### config.mk
export PLATFORM = sky130hd
export DESIGN_NAME = instr_prefetch
export DESIGN_NICKNAME = d
export VERILOG_FILES = /design/src/rtl/instr_prefetch_pkg.sv /design/src/rtl/instr_prefetch_fifo.sv /design/src/rtl/instr_prefetch.sv
export SDC_FILE = /design/constraint.sdc
export NUM_CORES = 1
export LEC_CHECK = 0
export BUFFER_PORTS_ARGS = -buffer_cell sky130_fd_sc_hd__buf_2
export CORE_MARGIN = 2
export CORE_UTILIZATION = 50
export DETAILED_ROUTE_END_ITERATION = 8
export PLACE_DENSITY = 0.73
export SETUP_SLACK_MARGIN = 0.02
export SLEW_MARGIN = 20
export SYNTH_ARGS = -nofsm -noshare
export SYNTH_HDL_FRONTEND = slang
export SYNTH_SLANG_ARGS = --single-unit
### constraint.sdc
create_clock -name clk -period 2.3 [get_ports clk]
set_input_delay 0.345 -clock clk [delete_from_list [all_inputs] [get_ports clk]]
set_output_delay 0.345 -clock clk [all_outputs]
set_load 0.02 [all_outputs]
### src/rtl/instr_prefetch_pkg.sv
// Shared definitions for the instruction prefetch front-end: word width,
// the NOP filler word and the fetch FSM state encoding.
package instr_prefetch_pkg;

  localparam int INSTR_W = 16;
  localparam logic [INSTR_W-1:0] NOP_WORD_DEF = 16'h3FC1;

  typedef enum logic [1:0] {
    ST_IDLE    = 2'd0,
    ST_REQ     = 2'd1,
    ST_DISCARD = 2'd2
  } state_t;

endpackage

### src/rtl/instr_prefetch_fifo.sv
// Circular buffer holding prefetched {word, address} pairs; pointers wrap
// modulo DEPTH (a power of two), flush empties it in one cycle.
module instr_prefetch_fifo #(
  parameter int DEPTH = 4,
  parameter int WIDTH = 32
) (
  input  logic                   clk,
  input  logic                   reset,
  input  logic                   push,
  input  logic                   pop,
  input  logic                   flush,
  input  logic [WIDTH-1:0]       wdata,
  output logic [WIDTH-1:0]       head,
  output logic [$clog2(DEPTH):0] count
);

  localparam int PTR_W = $clog2(DEPTH);
  localparam int CNT_W = PTR_W + 1;

  logic [WIDTH-1:0] mem [DEPTH];
  logic [PTR_W-1:0] wr_ptr;
  logic [PTR_W-1:0] rd_ptr;
  logic             do_pop;

  assign do_pop = pop && (count != '0);
  assign head   = mem[rd_ptr];

  always_ff @(posedge clk or negedge reset) begin
    if (!reset) begin
      wr_ptr <= '0;
      rd_ptr <= '0;
      count  <= '0;
    end else if (flush) begin
      wr_ptr <= '0;
      rd_ptr <= '0;
      count  <= '0;
    end else begin
      if (push)   wr_ptr <= wr_ptr + PTR_W'(1);
      if (do_pop) rd_ptr <= rd_ptr + PTR_W'(1);
      case ({push, do_pop})
        2'b10:   count <= count + CNT_W'(1);
        2'b01:   count <= count - CNT_W'(1);
        default: count <= count;
      endcase
    end
  end

  // Storage carries no reset: an entry is only visible once count covers it.
  always_ff @(posedge clk) begin
    if (push && !flush) mem[wr_ptr] <= wdata;
  end

endmodule

### src/rtl/instr_prefetch.sv
// Instruction fetch front-end: runs ahead of the core over a req/ack port,
// queues fetched words, flushes on redirect and shows NOP when empty.
module instr_prefetch
  import instr_prefetch_pkg::*;
#(
  parameter int                  DEPTH    = 4,
  parameter int                  ADDR_W   = 16,
  parameter logic [INSTR_W-1:0]  NOP_WORD = NOP_WORD_DEF
) (
  input  logic                   clk,
  input  logic                   reset,
  output logic                   imem_req,
  output logic [ADDR_W-1:0]      imem_addr,
  input  logic                   imem_ack,
  input  logic [INSTR_W-1:0]     imem_data,
  input  logic                   redirect,
  input  logic [ADDR_W-1:0]      redirect_pc,
  input  logic                   take,
  output logic [INSTR_W-1:0]     instr,
  output logic [ADDR_W-1:0]      instr_pc,
  output logic                   instr_valid,
  output logic [$clog2(DEPTH):0] count
);

  localparam int                CNT_W   = $clog2(DEPTH) + 1;
  localparam logic [CNT_W-1:0]  DEPTH_C = CNT_W'(DEPTH);
  localparam logic [CNT_W-1:0]  ONE_C   = CNT_W'(1);

  state_t                       state, state_nxt;
  logic [ADDR_W-1:0]            fetch_pc, fetch_pc_nxt, addr_nxt;
  logic                         req_nxt;
  logic                         push, pop, space_after;
  logic [INSTR_W+ADDR_W-1:0]    head;

  // A pending request already owns a slot, so after a push the occupancy
  // (net of this cycle's pop) must leave room before issuing the next one.
  always_comb begin
    state_nxt    = state;
    fetch_pc_nxt = fetch_pc;
    addr_nxt     = imem_addr;
    req_nxt      = imem_req;
    push         = 1'b0;
    pop          = take && instr_valid && !redirect;
    space_after  = (count + ONE_C - {{(CNT_W-1){1'b0}}, pop}) < DEPTH_C;
    case (state)
      ST_IDLE: begin
        if (redirect) begin
          fetch_pc_nxt = redirect_pc;
        end else if (count < DEPTH_C) begin
          state_nxt = ST_REQ;
          req_nxt   = 1'b1;
          addr_nxt  = fetch_pc;
        end
      end
      ST_REQ: begin
        if (redirect) begin
          fetch_pc_nxt = redirect_pc;
          if (imem_ack) begin
            state_nxt = ST_IDLE;
            req_nxt   = 1'b0;
          end else begin
            state_nxt = ST_DISCARD;
          end
        end else if (imem_ack) begin
          push         = 1'b1;
          fetch_pc_nxt = fetch_pc + ADDR_W'(1);
          if (space_after) begin
            addr_nxt = fetch_pc + ADDR_W'(1);
          end else begin
            state_nxt = ST_IDLE;
            req_nxt   = 1'b0;
          end
        end
      end
      ST_DISCARD: begin
        if (redirect) fetch_pc_nxt = redirect_pc;
        if (imem_ack) begin
          state_nxt = ST_IDLE;
          req_nxt   = 1'b0;
        end
      end
      default: begin
        state_nxt = ST_IDLE;
        req_nxt   = 1'b0;
      end
    endcase
  end

  always_ff @(posedge clk or negedge reset) begin
    if (!reset) begin
      state     <= ST_IDLE;
      fetch_pc  <= '0;
      imem_addr <= '0;
      imem_req  <= 1'b0;
    end else begin
      state     <= state_nxt;
      fetch_pc  <= fetch_pc_nxt;
      imem_addr <= addr_nxt;
      imem_req  <= req_nxt;
    end
  end

  instr_prefetch_fifo #(
    .DEPTH (DEPTH),
    .WIDTH (INSTR_W + ADDR_W)
  ) u_fifo (
    .clk   (clk),
    .reset (reset),
    .push  (push),
    .pop   (pop),
    .flush (redirect),
    .wdata ({imem_data, imem_addr}),
    .head  (head),
    .count (count)
  );

  assign instr_valid = (count != '0);
  assign instr       = instr_valid ? head[INSTR_W+ADDR_W-1:ADDR_W] : NOP_WORD;
  assign instr_pc    = instr_valid ? head[ADDR_W-1:0] : '0;

endmodule

==> reports/metrics.yaml, run 1 <==
synth_edf_count: 128
hold_viol_final: 0
clk_path_buf_depth: 2
period_needed_ns: 2.30
die_h_um: 125
relSlewSlack_pct: 55.1
max_clock_freq_ghz: 0.434
htree_levels: 4
gp_congestion: 0.815
grt_pass1_vias: 4361
cts_sinks: 170
synth-main-ff-cell: "edfxtp_1"
setup_violations: 1
synth_cell_types: 46
worst_ep_required_time_ns: 1.96
synthArstFlopShare_pct: 24.7
start_util_pct: 50.8
grt_max_degree: 29
die_area_um2: 15700
fill_cells: 1046
cp_max_fo: 6
slowest_delay_ns: 0.49
totalWireLength_mm: 14.9
yosys.area.top_type: "edfxtp_1"
cts_tree: "done"
drt_first_pass_iters: 6
area_growth_syn_to_layout_pct: 22.5
antenna_found_initial: 0
num-nets-final: 625
skew_ns: 0.00938
fp.dieW_um: 125
tns_ns: -0.00248
worstPathArrival_ns: 1.96
post-route-period-util_pct: 100
synth_area_leaders: "edfxtp_1 (52%), dfrtp_1 (14%), mux4_2 (9.8%)"
cellPowerDensity_nw_per_um2: 1320
critPathTopFamily: "multiplexers"
synth.net_count: 513
yosys.area.top_type_share_pct: 52.3
drv_slew: 0
wl_per_cell_um: 19.1
via_per_inst: 5.64
worstSkewPairLatency_ns: 0.42
crit_buf_inv: 3
cts-root-buf: "clkbuf_16"
final_common_cell: "edfxtp_1"
grt_pass1_wl_mm: 23.3
hold_slack_ns: 0.143
cp_slowest_cell: "mux4_2"
violations: "negative setup slack"
drtIter0Drc: 378
multi_input_area_um2: 2340
tightest_slew_ns: 0.674
track_usage_pct: 19.2
synthCells: 468
postRouteAntennaNets: 0
io_buffers: 89
vias: 4380
layout-drive-gt1-share_pct: 38.6
fp-row-count: 44
syn_area_um2: 7350
ioPinCount: 90
endpoint_kind: "output pin"
cts_made_buffers: 17
core_um2: 14500
seqCellArea_um2: 4900
seq_area_frac_synth_pct: 66.6
yosys_warnings: 0
drv_cap: 0
path_cells: "buf_12 -> clkbuf_16 -> mux4_2 -> or2_4 -> buf_6"
status: "complete, but fails checks"
peakVddDrop_mv: 0.598
dp_hpwl_mm: 9.63
hold_path_class: "primary input to flip-flop"
drc_errors: 0
worst_slack_ns: -0.00248
antenna_cells: 0
clk_pin_slew_ns: 0.07
p_leak_uw: 0.00336
layout_common_cells: "edfxtp_1 (128), buf_2 (70), dfrtp_1 (41)"
avgSynthCellArea_um2: 15.7
path_class: "flip-flop to output pin"
synth-seq-cells: 170
grt_remaining_overflow: 0
start_kind: "flip-flop"
rsz0062_at_grt: "true"
cells in the mapped netlist, types with 3 or more instances:
| cell type | count |
|---|---|
| and2_1 | 24 |
| edfxtp_1 | 128 |
| a31oi_1 | 4 |
| xnor2_1 | 16 |
| clkbuf_1 | 15 |
| and3_1 | 6 |
| o22a_1 | 3 |
| mux4_2 | 32 |
| mux2_2 | 6 |
| a2bb2oi_1 | 3 |
| nand3_1 | 16 |
| nand4_1 | 4 |
| nor2_1 | 26 |
| mux2_4 | 9 |
| o21ai_0 | 14 |
| xor2_1 | 4 |
| ha_1 | 8 |
| inv_1 | 7 |
| nand2_1 | 21 |
| nor2b_1 | 3 |
| a32oi_1 | 4 |
| o22ai_1 | 3 |
| buf_2 | 12 |
| dfrtp_1 | 42 |
| or2_2 | 10 |
| a21oi_1 | 21 |
layout make-up:
type                            instances  share of cell area (%)
Sequential cell                       170                    54.4
Multi-Input combinational cell        262                    26.0
Timing Repair Buffer                  121                    10.3
Clock buffer                           17                    4.72
Tap cell                              184                    2.56
Clock inverter                         15                    1.65
Inverter                                8                   0.347
routing by layer:
metal	wire length (µm)	up-vias	part of all wire (%)	track usage, %
met5	0	-	0	0
met4	240	0	1.6	6.14
met3	835	20	5.6	5.05
met2	7360	131	50	30.5
met1	6420	2222	43	26.4
li1	-	2007	-	-
where the power goes:
part / internal (µW) / switching, µW / leakage (µW)
clock: 1600 / 1160 / 0.000277
combinational: 2310 / 2300 / 0.00143
sequential: 3940 / 584 / 0.00165
total: 7840 / 4040 / 0.00336
through the flow:
step                setup WS, ns  area [µm²]  utilization [%]  total power (µW)  std cells
finish                  -0.00248        9010             62.2             11900        777
detailed placement       0.00808        8110             56.0              8500        736
floorplan                  0.136        7360                -              7240        468
global route             -0.0546        9010             62.2             12500        777
global placement          0.0936        8110             56.0              8350        736
CTS                      -0.0725        8710             60.2             11300        770
cells by family (layout without fill, tap and decap cells):
| group | Yosys count | after routing | share of synthesized area, % |
|---|---|---|---|
| simple gates | 121 | 121 | 8.74 |
| xor+xnor | 22 | 22 | 2.82 |
| fa+ha+maj | 9 | 9 | 1.50 |
| mux | 49 | 49 | 12.8 |
| flops | 170 | 170 | 66.6 |
| compound gates | 61 | 61 | 5.27 |
| buf+inv | 36 | 161 | 2.28 |
state kept, by name, indices dropped and copies added, names as in the netlist:
register	cells
u_fifo.mem	128
fetch_pc	16
imem_req	1
u_fifo.rd_ptr	2
u_fifo.count	3
imem_addr	16
u_fifo.wr_ptr	2
state	2
worst paths after layout:
path                            cells past startpoint                end  slack, ns             start
worst min-delay path                                1  u_fifo.mem[0][24]       0.14      imem_data[8]
worst max-delay path                                5          instr[10]     -0.002  u_fifo.rd_ptr[0]
worst max register to register                      8       imem_addr[9]       0.26   u_fifo.count[1]
min in group asynchronous                           2       fetch_pc[14]       0.50             reset
max in group asynchronous                           3       imem_addr[1]       1.12             reset
worst min register to register                      1           imem_req       0.50          imem_req
timing repair:
item	CTS	global route
hold buffers	1	0
pin swaps	0	1
hold endpoints to repair	27	0
endpoints found under the setup margin	40	47
gates resized for setup	4	54
gates cloned	0	4
buffers inserted	1	3
(Power assumes the default switching activity.)
==> run 2, diff against run 1 <==
==> constraint.sdc (replaced) <==
create_clock -name clk -period 2.3 [get_ports clk]
set_input_delay 0.115 -clock clk [delete_from_list [all_inputs] [get_ports clk]]
set_output_delay 0.115 -clock clk [all_outputs]
set_load 0.02 [all_outputs]
==> run 2 against run 1 <==
  * The run now ends clean
  * Worst hold slack lost 0.12 ns
  * Final area shrank 0.76%
  * Clock skew shrank 0.0015 ns
  * Highest routed layer unchanged
==> reports/metrics.yaml, run 2 (synthesized netlist as in run 1, its figures left out) <==
wl_per_cell_um: 18.3
gp_congestion: 0.864
wl_met1_mm: 6.30
start_kind: "flip-flop"
design_power_total_uw: 11200
min_to: "fetch_pc[3]"
top_regs: "u_fifo.mem x128, fetch_pc x16, imem_addr x16"
wl_met3_um: 853
slowest_delay_ns: 0.52
endpoint_kind: "output pin"
cts_tree: "done"
grt_pass1_vias: 4434
layout_common_cells: "edfxtp_1 (128), buf_2 (89), dfrtp_1 (41)"
min-delay-start: "redirect_pc[3]"
drv_slew: 0
largest_reg_flops: 128
design_area_um2: 8940
drt_first_pass_iters: 4
cp_max_fo: 16
worst_ep_required_time_ns: 2.18
tightest_slew_ns: 0.940
hold_viol_final: 0
num-nets-final: 640
period_needed_ns: 2.21
drtIter0Drc: 348
clk_path_buf_depth: 2
top_layer_used: "met4"
wl_met2_mm: 7.13
dp_hpwl_mm: 9.25
layout-drive-gt1-share_pct: 34.2
postRouteAntennaNets: 0
rsz0062_at_grt: "false"
path_class: "flip-flop to output pin"
hold_path_class: "primary input to flip-flop"
tns_ns: 0
io_buffers: 89
die_h_um: 125
cp_slowest_cell: "mux4_2"
antenna_cells: 0
cts_made_buffers: 17
placed_cell_area_um2: 8090
final_common_cell: "edfxtp_1"
start_util_pct: 50.8
holdPathStages: 3
grt_max_degree: 43
regMostFlops: "u_fifo.mem"
core_um2: 14500
status: "completed"
htree_levels: 4
worstPathArrival_ns: 2.09
cellPowerDensity_nw_per_um2: 1250
max_clock_freq_ghz: 0.453
via_per_inst: 5.44
critPathTopFamily: "multiplexers"
worst_slack_ns: 0.0945
totalWireLength_mm: 14.5
path_cells: "buf_12 -> mux4_2 -> or2_2 -> buf_2"
peakVddDrop_mv: 0.594
grt_pass1_wl_mm: 23.3
clk_pin_slew_ns: 0.06
antenna_found_initial: 0
worstSkewPairLatency_ns: 0.43
r2r_cells: 8
layout.cells.non_filler: 792
rrSetupSlack_ns: 0.20
relSlewSlack_pct: 37.4
die_area_um2: 15700
cts_sinks: 170
reg2reg_to: "imem_addr[10]"
vias: 4310
post-route-period-util_pct: 95.9
fp.dieW_um: 125
area_growth_syn_to_layout_pct: 21.5
crit_buf_inv: 2
ioPinCount: 90
fp-row-count: 44
setup_violations: 0
drv_cap: 0
reg2reg_from: "u_fifo.count[0]"
p_leak_uw: 0.00329
pre_cts_ws_ns: 0.143
drc_errors: 0
skew_ns: 0.00788
track_usage_pct: 19.5
cts-root-buf: "clkbuf_16"
placed_cells: 731
grt_remaining_overflow: 0
-- run 2: cell types whose count changed in the layout (fill, tap and decap cells not counted), sizes merged --
cell	change
buf	-9
clkbuf	-1
clkinvlp	+5
clkinv	-5
bufinv	-1
dlygate4sd3	+26
-- run 2: worst max path at each step --
stage	endpoint	slack, ns	cells past startpoint	from
2_1_floorplan	imem_addr[0]	0.14	8	u_fifo.count[0]
3_3_place_gp	imem_addr[11]	0.25	9	u_fifo.count[0]
3_5_place_dp	imem_addr[10]	0.14	9	u_fifo.count[0]
4_1_cts	instr[6]	0.02	4	u_fifo.rd_ptr[0]
5_1_grt	instr_pc[13]	0.03	7	u_fifo.count[0]
6_report	instr[6]	0.09	4	u_fifo.rd_ptr[0]
-- run 2: final cells by class --
cell class / instances / area [µm²]
inverter: 8 / 31.3
sequential: 170 / 4900
clock buffer: 18 / 429
tap: 184 / 230
clock inverter: 14 / 121
timing repair buffer: 136 / 933
fill: 1051 / 5540
multi-input combinational: 262 / 2300
-- run 2: layer usage --
metal,GRT usage [%],vias to the layer above
met5,0,-
met4,6.67,0
met3,5.52,23
met2,32.0,144
met1,25.2,2104
li1,-,2039
-- run 2: timing repair --
action / CTS / global route
hold endpoints to repair: 116 / 0
hold buffers: 27 / 0
gates resized for setup: 0 / 0
setup buffers: 1 / 0
cloned: 0 / 1
endpoints found under the setup margin: 17 / 5
-- run 2: worst register-to-register path, delay by kind of cell (launching register included) --
kind                     cells  cell delay, ns
AO/OA/AOI/OAI                1            0.15
AND/OR/NAND/NOR              2            0.26
adder cells (fa/ha/maj)      1            0.34
flip-flops                   1            0.41
buffers and inverters        2            0.29
multiplexers                 1            0.35
XOR/XNOR                     1            0.19
-- run 2: power breakdown --
part,switching (µW),leakage (µW),internal (µW)
registers,598,0.00165,3940
logic,2150,0.00139,1820
clock network,1160,0.000246,1490
-- run 2: metrics by stage --
stage / util [%] / hold WS [ns]
after CTS: 61.6 / 0.00163
after floorplan: - / -0.181
after global routing: 61.7 / 0.0308
final: 61.7 / 0.0191
after detailed placement: 55.8 / 0.312
after global placement: 55.8 / 0.301
